## config.mk

```make
export PLATFORM = sky130hd
export DESIGN_NAME = engine_scheduler
export DESIGN_NICKNAME = d
export VERILOG_FILES = /design/src/rtl/engine_scheduler.sv
export SDC_FILE = /design/constraint.sdc
export NUM_CORES = 1
export LEC_CHECK = 0
export CORE_AREA = 2 2 168 170
export CTS_CLUSTER_SIZE = 28
export DETAILED_ROUTE_END_ITERATION = 6
export DIE_AREA = 0 0 170 172
export PLACE_DENSITY = 0.57
export SYNTH_ARGS = -nofsm -noshare
export SYNTH_HDL_FRONTEND = slang
export SYNTH_SLANG_ARGS = --single-unit
```

## constraint.sdc

```tcl
create_clock -name clk -period 5.86 [get_ports clk]
set_input_delay 0.879 -clock clk [delete_from_list [all_inputs] [get_ports clk]]
set_output_delay 0.879 -clock clk [all_outputs]
set_load 0.02 [all_outputs]
```

## src/rtl/engine_scheduler.sv

```systemverilog
// engine_scheduler: walks the screen in raster order and hands each pixel to a free engine (round-robin).
// Build option ENGINE_TIMEOUT_EN adds per-engine watchdogs that drop hung assignments and flag timeout_err.
module engine_scheduler #(
  parameter int DATA_WIDTH     = 32,
  parameter int SCREEN_WIDTH   = 640,
  parameter int SCREEN_HEIGHT  = 480,
  parameter int NUM_ENGINES    = 2,
  parameter int TIMEOUT_CYCLES = 4096
) (
  input  logic                   clk,
  input  logic                   reset_n,
  input  logic                   start,
  input  logic                   pause,
  input  logic [NUM_ENGINES-1:0] done_bus,
  output logic [NUM_ENGINES-1:0] assign_bus,
  output logic [DATA_WIDTH-1:0]  xcoord,
  output logic [DATA_WIDTH-1:0]  ycoord,
  output logic [NUM_ENGINES-1:0] busy_mask,
  output logic                   frame_busy,
  output logic                   frame_done,
  output logic [DATA_WIDTH-1:0]  dispatch_count,
  output logic                   proto_err,
  output logic                   timeout_err
);
  localparam int PTR_W = (NUM_ENGINES > 1) ? $clog2(NUM_ENGINES) : 1;
  localparam logic [DATA_WIDTH-1:0] X_LAST = DATA_WIDTH'(SCREEN_WIDTH - 1);
  localparam logic [DATA_WIDTH-1:0] Y_LAST = DATA_WIDTH'(SCREEN_HEIGHT - 1);

  typedef enum logic [1:0] {S_IDLE, S_DISPATCH, S_DRAIN, S_DONE} state_t;

  state_t                 state_q, state_d;
  logic [PTR_W-1:0]       rr_ptr_q, rr_ptr_d;
  logic [DATA_WIDTH-1:0]  x_q, x_d, y_q, y_d;
  logic [DATA_WIDTH-1:0]  xcoord_q, xcoord_d, ycoord_q, ycoord_d;
  logic [DATA_WIDTH-1:0]  dispatch_count_q, dispatch_count_d;
  logic [NUM_ENGINES-1:0] assign_bus_q, assign_bus_d, busy_mask_q, busy_mask_d;
  logic                   frame_busy_q, frame_busy_d, frame_done_q, frame_done_d;
  logic                   proto_err_q, proto_err_d, timeout_err_q, timeout_err_d;
  logic [NUM_ENGINES-1:0] expire;
  logic                   grant_vld, grant_take;
  logic [PTR_W-1:0]       grant_idx;

  // First free engine at or after rr_ptr, wrapping; uses last cycle's busy view.
  always_comb begin
    logic [PTR_W-1:0] idx;
    idx       = '0;
    grant_vld = 1'b0;
    grant_idx = '0;
    for (int k = 0; k < NUM_ENGINES; k++) begin
      idx = PTR_W'((int'(rr_ptr_q) + k) % NUM_ENGINES);
      if (!grant_vld && !busy_mask_q[idx]) begin
        grant_vld = 1'b1;
        grant_idx = idx;
      end
    end
  end

  assign grant_take = (state_q == S_DISPATCH) && !pause && grant_vld;

`ifdef ENGINE_TIMEOUT_EN
  localparam int TMR_W = $clog2(TIMEOUT_CYCLES + 1);
  localparam logic [TMR_W-1:0] TMR_LAST = TMR_W'(TIMEOUT_CYCLES - 1);
  logic [TMR_W-1:0] tmr_q [NUM_ENGINES];
  logic [TMR_W-1:0] tmr_d [NUM_ENGINES];

  always_comb begin
    expire = '0;
    for (int i = 0; i < NUM_ENGINES; i++) begin
      tmr_d[i]  = tmr_q[i];
      expire[i] = busy_mask_q[i] && !done_bus[i] && (tmr_q[i] == TMR_LAST);
      if (grant_take && (grant_idx == PTR_W'(i))) tmr_d[i] = '0;
      else if (busy_mask_q[i] && !expire[i])      tmr_d[i] = tmr_q[i] + TMR_W'(1);
    end
  end

  always_ff @(posedge clk or negedge reset_n) begin
    if (!reset_n) begin
      for (int i = 0; i < NUM_ENGINES; i++) tmr_q[i] <= '0;
    end else begin
      for (int i = 0; i < NUM_ENGINES; i++) tmr_q[i] <= tmr_d[i];
    end
  end
`else
  assign expire = '0;
`endif

  always_comb begin
    state_d          = state_q;
    rr_ptr_d         = rr_ptr_q;
    x_d              = x_q;
    y_d              = y_q;
    xcoord_d         = xcoord_q;
    ycoord_d         = ycoord_q;
    dispatch_count_d = dispatch_count_q;
    assign_bus_d     = '0;
    frame_busy_d     = frame_busy_q;
    frame_done_d     = 1'b0;
    proto_err_d      = proto_err_q | (|(done_bus & ~busy_mask_q));
    timeout_err_d    = timeout_err_q | (|expire);
    busy_mask_d      = busy_mask_q & ~done_bus & ~expire;
    case (state_q)
      S_IDLE: begin
        if (start) begin
          state_d          = S_DISPATCH;
          x_d              = '0;
          y_d              = '0;
          dispatch_count_d = '0;
          frame_busy_d     = 1'b1;
        end
      end
      S_DISPATCH: begin
        if (grant_take) begin
          assign_bus_d[grant_idx] = 1'b1;
          busy_mask_d[grant_idx]  = 1'b1;
          xcoord_d                = x_q;
          ycoord_d                = y_q;
          rr_ptr_d = (grant_idx == PTR_W'(NUM_ENGINES - 1)) ? '0 : grant_idx + PTR_W'(1);
          dispatch_count_d = dispatch_count_q + DATA_WIDTH'(1);
          if (x_q == X_LAST) begin
            x_d = '0;
            y_d = y_q + DATA_WIDTH'(1);
            if (y_q == Y_LAST) state_d = S_DRAIN;
          end else begin
            x_d = x_q + DATA_WIDTH'(1);
          end
        end
      end
      S_DRAIN: begin
        if (busy_mask_d == '0) state_d = S_DONE;
      end
      S_DONE: begin
        frame_done_d = 1'b1;
        frame_busy_d = 1'b0;
        state_d      = S_IDLE;
      end
      default: state_d = S_IDLE;
    endcase
  end

  always_ff @(posedge clk or negedge reset_n) begin
    if (!reset_n) begin
      state_q          <= S_IDLE;
      rr_ptr_q         <= '0;
      x_q              <= '0;
      y_q              <= '0;
      xcoord_q         <= '0;
      ycoord_q         <= '0;
      dispatch_count_q <= '0;
      assign_bus_q     <= '0;
      busy_mask_q      <= '0;
      frame_busy_q     <= 1'b0;
      frame_done_q     <= 1'b0;
      proto_err_q      <= 1'b0;
      timeout_err_q    <= 1'b0;
    end else begin
      state_q          <= state_d;
      rr_ptr_q         <= rr_ptr_d;
      x_q              <= x_d;
      y_q              <= y_d;
      xcoord_q         <= xcoord_d;
      ycoord_q         <= ycoord_d;
      dispatch_count_q <= dispatch_count_d;
      assign_bus_q     <= assign_bus_d;
      busy_mask_q      <= busy_mask_d;
      frame_busy_q     <= frame_busy_d;
      frame_done_q     <= frame_done_d;
      proto_err_q      <= proto_err_d;
      timeout_err_q    <= timeout_err_d;
    end
  end

  assign assign_bus     = assign_bus_q;
  assign xcoord         = xcoord_q;
  assign ycoord         = ycoord_q;
  assign busy_mask      = busy_mask_q;
  assign frame_busy     = frame_busy_q;
  assign frame_done     = frame_done_q;
  assign dispatch_count = dispatch_count_q;
  assign proto_err      = proto_err_q;
  assign timeout_err    = timeout_err_q;
endmodule

```

After elaboration in Yosys (flattened, before gate mapping) --
Cells that the tools add are included.
Word-level totals: word-level logic and storage cells 86, register bits after elaboration 170, input port bits 6, output and inout bits 104
Operators by class: bitwise operators 6, equality and inequality tests 10, add/sub/neg operators 5, multiplexer cells 33, reduce and logical (&&, ||, !) cells 16, magnitude comparators 4
Operator list (count):
- 2-to-1 mux 32 bit | 6
- case mux 32 bit (2 select lines) | 3
- adder 32 x 1 -> 32 bit (second input constant) | 3
- equality test 32 x 10 -> 1 bit (second input constant) | 1
- equality test 32 x 9 -> 1 bit (second input constant) | 1
- 2-to-1 mux 2 bit | 9
- 2-to-1 mux 1 bit | 12
- case mux 2 bit (4 select lines) | 1
- less-than comparator 1 x 2 -> 1 bit (second input constant) | 3
- inequality test 2 bit (second input constant) | 3
- AND reduction 5 bit | 1
- bitwise AND 2 bit | 2
- equality test 2 bit (second input constant) | 2
- logical AND 1 bit | 4
- logical NOT 2 bit | 2
- inequality test 2 x 1 -> 1 bit (second input constant) | 2
- inverter 2 bit | 2
- AND reduction 2 bit | 2
- AND reduction 4 bit | 1
- nonzero test 2 bit | 2
- AND reduction 3 bit | 1
- adder 1 bit (second input constant) | 2
- equality test 2 x 1 -> 1 bit (second input constant) | 1
- logical NOT 1 bit | 2
- 6 further kinds | 6

Longest topological paths before layout --
Gate-level depths: netlist (run 1).
depth in word-level cells 13, mapped depth 11, gate-level depth less buffers 8

Worst setup path before layout (run 1) --
OpenSTA, ideal clock, no wires.
path kind input to register, start input port pause, end register y_q[27], stages 8, arrival time 2.406 ns, data required time 5.728 ns, setup time 0.132 ns, slack 3.322 ns, path through a21o_1 -> a21o_1 -> buf_6 -> o41ai_4 -> buf_6 -> nand4_1 -> xor2_1 -> nor2_1
Between the ends: cells in the longest elaborated chain, start to end 5
RTL lines:
- start: declaration | line 13 | input logic pause,
- logical NOT 1 bit | line 58 | assign grant_take = (state_q == S_DISPATCH) && !pause && grant_vld;
- logical AND 1 bit (2 in a row) | line 58
- inequality test 2 bit (no source line)
- AND reduction 4 bit (no source line)
- end signal: assignment | line 159 | y_q <= y_d;
- end: declaration | line 33 | logic [DATA_WIDTH-1:0] x_q, x_d, y_q, y_d;
Every way passes these cells. A chain may end at the register's enable or synchronous reset.

Worst setup path in the final report (run 1) --
start input port start, end register x_q[23]
Between the ends: cells in the longest elaborated chain, start to end 2
RTL lines:
- start: declaration | line 12 | input logic start,
- inequality test 2 bit (no source line)
- AND reduction 3 bit (no source line)
- end signal: assignment | line 144 | x_q <= '0;
- end signal: assignment | line 158 | x_q <= x_d;
- end: declaration | line 33
Every way passes these cells.

==> results of run 1 <==
## through the flow
step,power (mW),cells,util (%),area [um^2]
final,2.93,1200,35.9,9870
after global routing,3.07,1200,35.9,9870
after CTS,2.97,1200,35.9,9870
after detailed placement,1.84,1170,33.8,9290
after global placement,1.83,1170,33.8,9290
after floorplan,1.61,739,-,7860
## registers in the layout, indices dropped and copies added, names as in the netlist, 2 cells and up
| register | flops |
|---|---|
| xcoord | 32 |
| y_q | 32 |
| state_q | 2 |
| x_q | 32 |
| busy_mask | 2 |
| ycoord | 32 |
| assign_bus | 2 |
| dispatch_count | 32 |
## cell usage in the layout (no fill, tap or decap), drive strengths merged, types with 12 or more instances in the layout
cell,count
clkdlybuf4s50,107
nand4,32
a21oi,12
nor3,13
nor4,18
clkbuf,21
nand2,63
mux2,57
o21ai,32
xor2,48
nor2,102
inv,20
nand3,40
xnor2,24
dfrtp,170
## cell type report
| class | instances | area, um^2 |
|---|---|---|
| Inverter | 19 | 71.3 |
| Clock buffer | 21 | 460 |
| Multi-Input combinational cell | 520 | 3400 |
| Clock inverter | 9 | 116 |
| Timing Repair Buffer | 115 | 1130 |
| Fill cell | 2724 | 17600 |
| Sequential cell | 170 | 4250 |
| Tap cell | 346 | 433 |
## layer usage
| metal | track usage [%] | routed length (um) | up-vias |
|---|---|---|---|
| met5 | 0 | 0 | - |
| met4 | 3.68 | 230 | 0 |
| met3 | 3.32 | 890 | 16 |
| met2 | 21.8 | 8800 | 128 |
| met1 | 19.1 | 9310 | 2880 |
| li1 | - | - | 2781 |
## cell families (layout without fill, tap and decap cells)
family                     Yosys count  in the layout
adders and majority gates            8              8
other                                1              1
DFF                                170            170
buffers and inverters               49            164
muxes                               61             61
xor gates and xnor gates            72             72
AOI/OAI and AO/OA                   65             65
and+or+nand+nor                    313            313
## worst max-delay path by stage
stage,from,endpoint,slack [ns],cells after the start
6_report,start,x_q[23],2.44,6
5_1_grt,state_q[1],y_q[24],2.25,9
4_1_cts,state_q[1],x_q[23],2.45,8
3_5_place_dp,start,x_q[10],2.00,6
3_3_place_gp,start,x_q[24],2.07,6
2_1_floorplan,pause,y_q[27],3.32,8
## power groups by stage
stage	Combinational [mW]	Clock (mW)	Sequential, mW
6_report	0.463	1.12	1.34
3_3_place_gp	0.465	0	1.36
5_1_grt	0.506	1.21	1.36
2_1_floorplan	0.199	0	1.41
4_1_cts	0.471	1.16	1.35
3_5_place_dp	0.470	0	1.37
## worst max-delay path: cells and delay by family
kind                   cells  cell delay (ns)
muxes                      1             0.17
AOI/OAI and AO/OA          3             1.61
buffers and inverters      2             1.02
==> results.md, run 1 <==
- Outcome: finished, final reports clean
- Setup Buffers After CTS: 0
- Period utilization: 58.4%
- R2R Path End: x_q[23]
- Pleak: 4.31 nW
- Peak supply drop: 0.125 mV
- Starting Density: 28.6%
- Mapped cell area: 0.00786 mm^2
- Antenna viol nets, final: 0
- Drt drc: 0
- GRT Overall Usage: 13.8%
- Layout cells sized above 1: 12.2%
- Max incr delay on CP: 1.07 ns
- I/O Buffers: 108
- Synth Area per Inst: 10.6 um^2
- Crit Path Max Fanout: 30
- Reg2Reg Depth: 8
- FF-to-FF Start: state_q[1]
- Final setup viols: 0
- Clock-pin slew on the worst setup and hold paths: 0.06 ns
- Internal power: 2.10 mW
- Library cells used by synthesis: 49
- RSZ-0062 raised after global routing: no
- Gr ovfl total: 0
- Largest area contributor in the netlist: dfrtp_1
- Tmin final: 3.42 ns
- Main synth FF type: dfrtp_1
- Net Sw Frac: 28.2%
- WL/cell: 16.0 um
- Mux share of post-synthesis cell area: 8.68%
- NetSw: 0.827 mW
- Fmax: 292 MHz
- Post-synthesis simple-gate area fraction: 19.7%
- Post-Synth Adder-Cell Area: 1.27%
- CTS H-Tree Depth: 4
- Post-Synthesis Cells: 739
- Worst Max-Slew Pin Slew: 1.16 ns
- Data required, critical path: 6.15 ns
- Comb pwr share: 15.8%
- Die H: 172 um
- Placement Setup Slack: 2.00 ns
- CTS max path bufs: 2
- Post-synth top area share: 54.1%
- Worst-path cell chain: clkdlybuf4s50_1, mux2i_1, a21o_1, o41ai_4, buf_4, a21oi_1
- Die width: 170 um
- Post-DR vias/cell: 4.84
- Clock buffer count from CTS: 17
- Final worst setup slack: 2.44 ns
- Power Dens Cells: 297 mW/mm^2
- Ys async rst share: 100%
- CTS tree: built
- Synth Net Count: 753
- First-pass DRT Iterations: 4
- CTS Hold Bufs: 0
- Most numerous cell in the Yosys netlist: dfrtp_1
- Crit end category: flip-flop
- Count of flip-flops with a built-in enable after synthesis: 0
- Synth area leaders: dfrtp_1 54%, mux2_2 8.2%, xor2_1 5.4%
- Post-DP HPWL: 13.0 mm
- Critical path's slowest cell: o41ai_4
- CTS sink count: 170
- WL final: 19.2 mm
- Part of the power in registers: 45.9%
- Clock Power Share: 38.3%
- Flops & latches, synth: 170
- 1st-iter DRT viols: 420
- CP Class: in2reg
- Worst setup SP type: primary input
- Post-route setup TNS: 0 ns
- Clock Skew: 0.0105 ns
- Initial antenna violation count: 0
- Routed vias: 5,805
- Post-synthesis compound-gate area fraction: 5.43%
- Max-Slew Margin vs Limit: 22.3%
- Latest clock arrival within the worst-skew pair: 0.43 ns
- Critical path data arrival time: 3.71 ns
- YS warnings: 0
- Number of global-route vias before repair: 5,832
- Sequential fraction of the synthesis area: 54.1%
- Clk root buf: clkbuf_16
- Final hold slack: 0.455 ns
- Largest net degree at the start of global routing: 77
- Max_cap viols: 0
- Number of nets in the layout: 857
- N_diodes: 0
- First-pass GRT wire length: 31.7 mm
- Largest family of logic cells by synthesized area: simple AND/OR/NAND/NOR gates
- Die area: 0.0292 mm^2
- Num rows: 61
- Hold Path Class: in2async
- Area growth syn-to-layout: 25.6%
- XOR/XNOR share of the synthesized area: 8.03%
- Commonest cells post-synth: 170 x dfrtp_1, 102 x nor2_1, 63 x nand2_1
- Slew Limit Fails: 0
- Endpoints failing hold: 0
- Placer Congestion: 0.802
- # IOs: 110
- Register-to-register setup slack: 2.46 ns
- Post-cts sizing count: 0
- CORE AREA: 0.0275 mm^2
(Power assumes the default switching activity.)
==> inputs of run 2 (changes only) <==
- clock period: 5.86 -> 3.2 ns (I/O delays scaled with it)
==> results.md, run 2 (synthesis gave the netlist of run 1 again) <==
- Outcome: finished, final reports clean
- WL final: 19.2 mm (-0.40%)
- Post-Route Utilization: 36.4% (+0.46 points)
- CTS max path bufs: 2 (unchanged)
- Clk root buf: clkbuf_16
- Most common cell after layout, fill and taps aside: dfrtp_1
- Worst Max-Slew Pin Slew: 0.769 ns (-0.393 ns)
- Layout cells sized above 1: 13.6% (+1.4 points)
- First-pass GRT wire length: 31.5 mm (-0.89%)
- Drt drc: 0 (unchanged)
- Gr ovfl total: 0 (unchanged)
- Critical path's slowest cell: dfrtp_1
- RSZ-0062 raised after global routing: no
- Post-route setup TNS: 0 ns (unchanged)
- 1st-iter DRT viols: 369 (-12%)
- Worst setup SP type: flip-flop
- Die width: 170 um (unchanged)
- Final hold slack: 0.0879 ns (-0.367 ns)
- Tmin final: 2.69 ns
- Antenna viol nets, final: 0 (unchanged)
- Hold Path Class: in2async
- Slew Limit Fails: 0 (unchanged)
- Multi-input gate area: 0.00340 mm^2 (unchanged)
- Die H: 172 um (unchanged)
- Endpoints failing hold: 0 (unchanged)
- Number of nets in the layout: 869 (+1.4%)
- Largest net degree at the start of global routing: 81 (+5.2%)
- CTS sink count: 170 (unchanged)
- Critical path data arrival time: 3.00 ns (-0.71 ns)
- Clock buffer count from CTS: 17 (unchanged)
- N_diodes: 0 (unchanged)
- Num rows: 61 (unchanged)
- CTS tree: built
- Seq. cell area: 0.00425 mm^2 (unchanged)
- Number of global-route vias before repair: 5,683 (-2.6%)
- CTS Hold Bufs: 0 (unchanged)
- Placer Congestion: 0.798 (-0.50%)
- Initial antenna violation count: 0 (unchanged)
- Max-Slew Margin vs Limit: 48.7% (+26 points)
- Starting Density: 28.6% (unchanged)
- CTS H-Tree Depth: 4 (unchanged)
- Fmax: 372 MHz
- Clock-pin slew on the worst setup and hold paths: 0.07 ns (about the same)
- Post-cts sizing count: 0 (unchanged)
- Placed Cells: 1,182 (+1.0%)
- Power Dens Cells: 541 mW/mm^2 (+82%)
- # IOs: 110 (unchanged)
- Period utilization: 84.0%
- Final setup viols: 0 (unchanged)
- CORE AREA: 0.0275 mm^2 (unchanged)
- Final worst setup slack: 0.511 ns (-1.93 ns)
- Pleak: 4.40 nW (+2.1%)
- Power Total: 5.41 mW (+85%)
- Post-DP HPWL: 13.3 mm (+2.8%)
- Crit Path Max Fanout: 6 (-80%)
- Peak supply drop: 0.222 mV (+78%)
- Worst-path cell chain: nor4_1, nand4_1, nor3_1, a41oi_1, a211oi_1, mux2_2
- Area growth syn-to-layout: 27.2%
- Max_cap viols: 0 (unchanged)
- Clock Skew: 0.00736 ns (-0.00311 ns)
- WL/cell: 15.8 um (-1.4%)
- I/O Buffers: 108 (unchanged)
- Layout fillers: 2,764 (+1.5%)
- Die area: 0.0292 mm^2 (unchanged)
- Max incr delay on CP: 0.45 ns (-0.62 ns)
- Setup Buffers After CTS: 0 (unchanged)
- Placement Setup Slack: 0.332 ns (-1.67 ns)
- CP Class: reg2reg
- GRT Overall Usage: 13.8% (-0.068 points)
- Crit end category: flip-flop
- Reg2Reg Depth: 6 (-2)
- Design area: 0.0100 mm^2 (+1.3%)
- Latest clock arrival within the worst-skew pair: 0.43 ns (about the same)
- Fin cells: 1,212 (+1.0%)
- First-pass DRT Iterations: 4 (unchanged)
- Routed vias: 5,841 (+0.62%)
- Data required, critical path: 3.51 ns (-2.64 ns)
- Most frequent cells in the layout: 170 x dfrtp_1, 107 x clkdlybuf4s50_1, 101 x nor2_1
- Post-DR vias/cell: 4.82 (-0.38%)
- Dpl cell area: 0.00941 mm^2 (+1.2%)
run 2: changes by cell type in the layout (fill, tap and decap cells not counted), sizes merged:
cell      before  now
inv           20   24
buf            8   20
clkinv         2    3
clkbuf        21   19
clkinvlp       4    1
run 2: path summary, 6_finish.rpt:
| path | from | slack [ns] | end |
|---|---|---|---|
| max | x_q[28] | 0.51 | state_q[1] |
| min | reset_n | 0.09 | ycoord[25] |
| max reg2reg | x_q[28] | 0.51 | state_q[1] |
| min reg2reg | proto_err | 0.48 | proto_err |
| max in group asynchronous | reset_n | 2.30 | proto_err |
| min in group clk | proto_err | 0.48 | proto_err |
run 2: critical path, delay by kind of cell (launching register included):
family / cells / cell delay, ns
AND/OR/NAND/NOR: 3 / 1.08
AO/OA/AOI/OAI: 2 / 0.66
multiplexers: 1 / 0.38
flip-flops: 1 / 0.45
run 2: layout make-up:
type	instances	share of cell area, %
Inverter	19	0.713
Multi-Input combinational cell	520	34.0
Clock inverter	11	1.36
Timing Repair Buffer	127	12.5
Sequential cell	170	42.6
Tap cell	346	4.33
Clock buffer	19	4.53
run 2: power by group:
group	leakage (nW)	switching, mW	internal [mW]
Combinational	1.84	0.482	0.374
Clock	0.289	0.894	1.20
Sequential	2.27	0.158	2.30
run 2: metal layers:
layer  routed length (um)  vias to the layer above  share of wire, %  track usage [%]
met5                    0                        -                 0                0
met4                   99                        0              0.52             3.27
met3                  927                        8               4.8             3.36
met2                 9030                      136                47             21.9
met1                 9100                     2884                48             19.0
li1                     -                     2813                 -                -
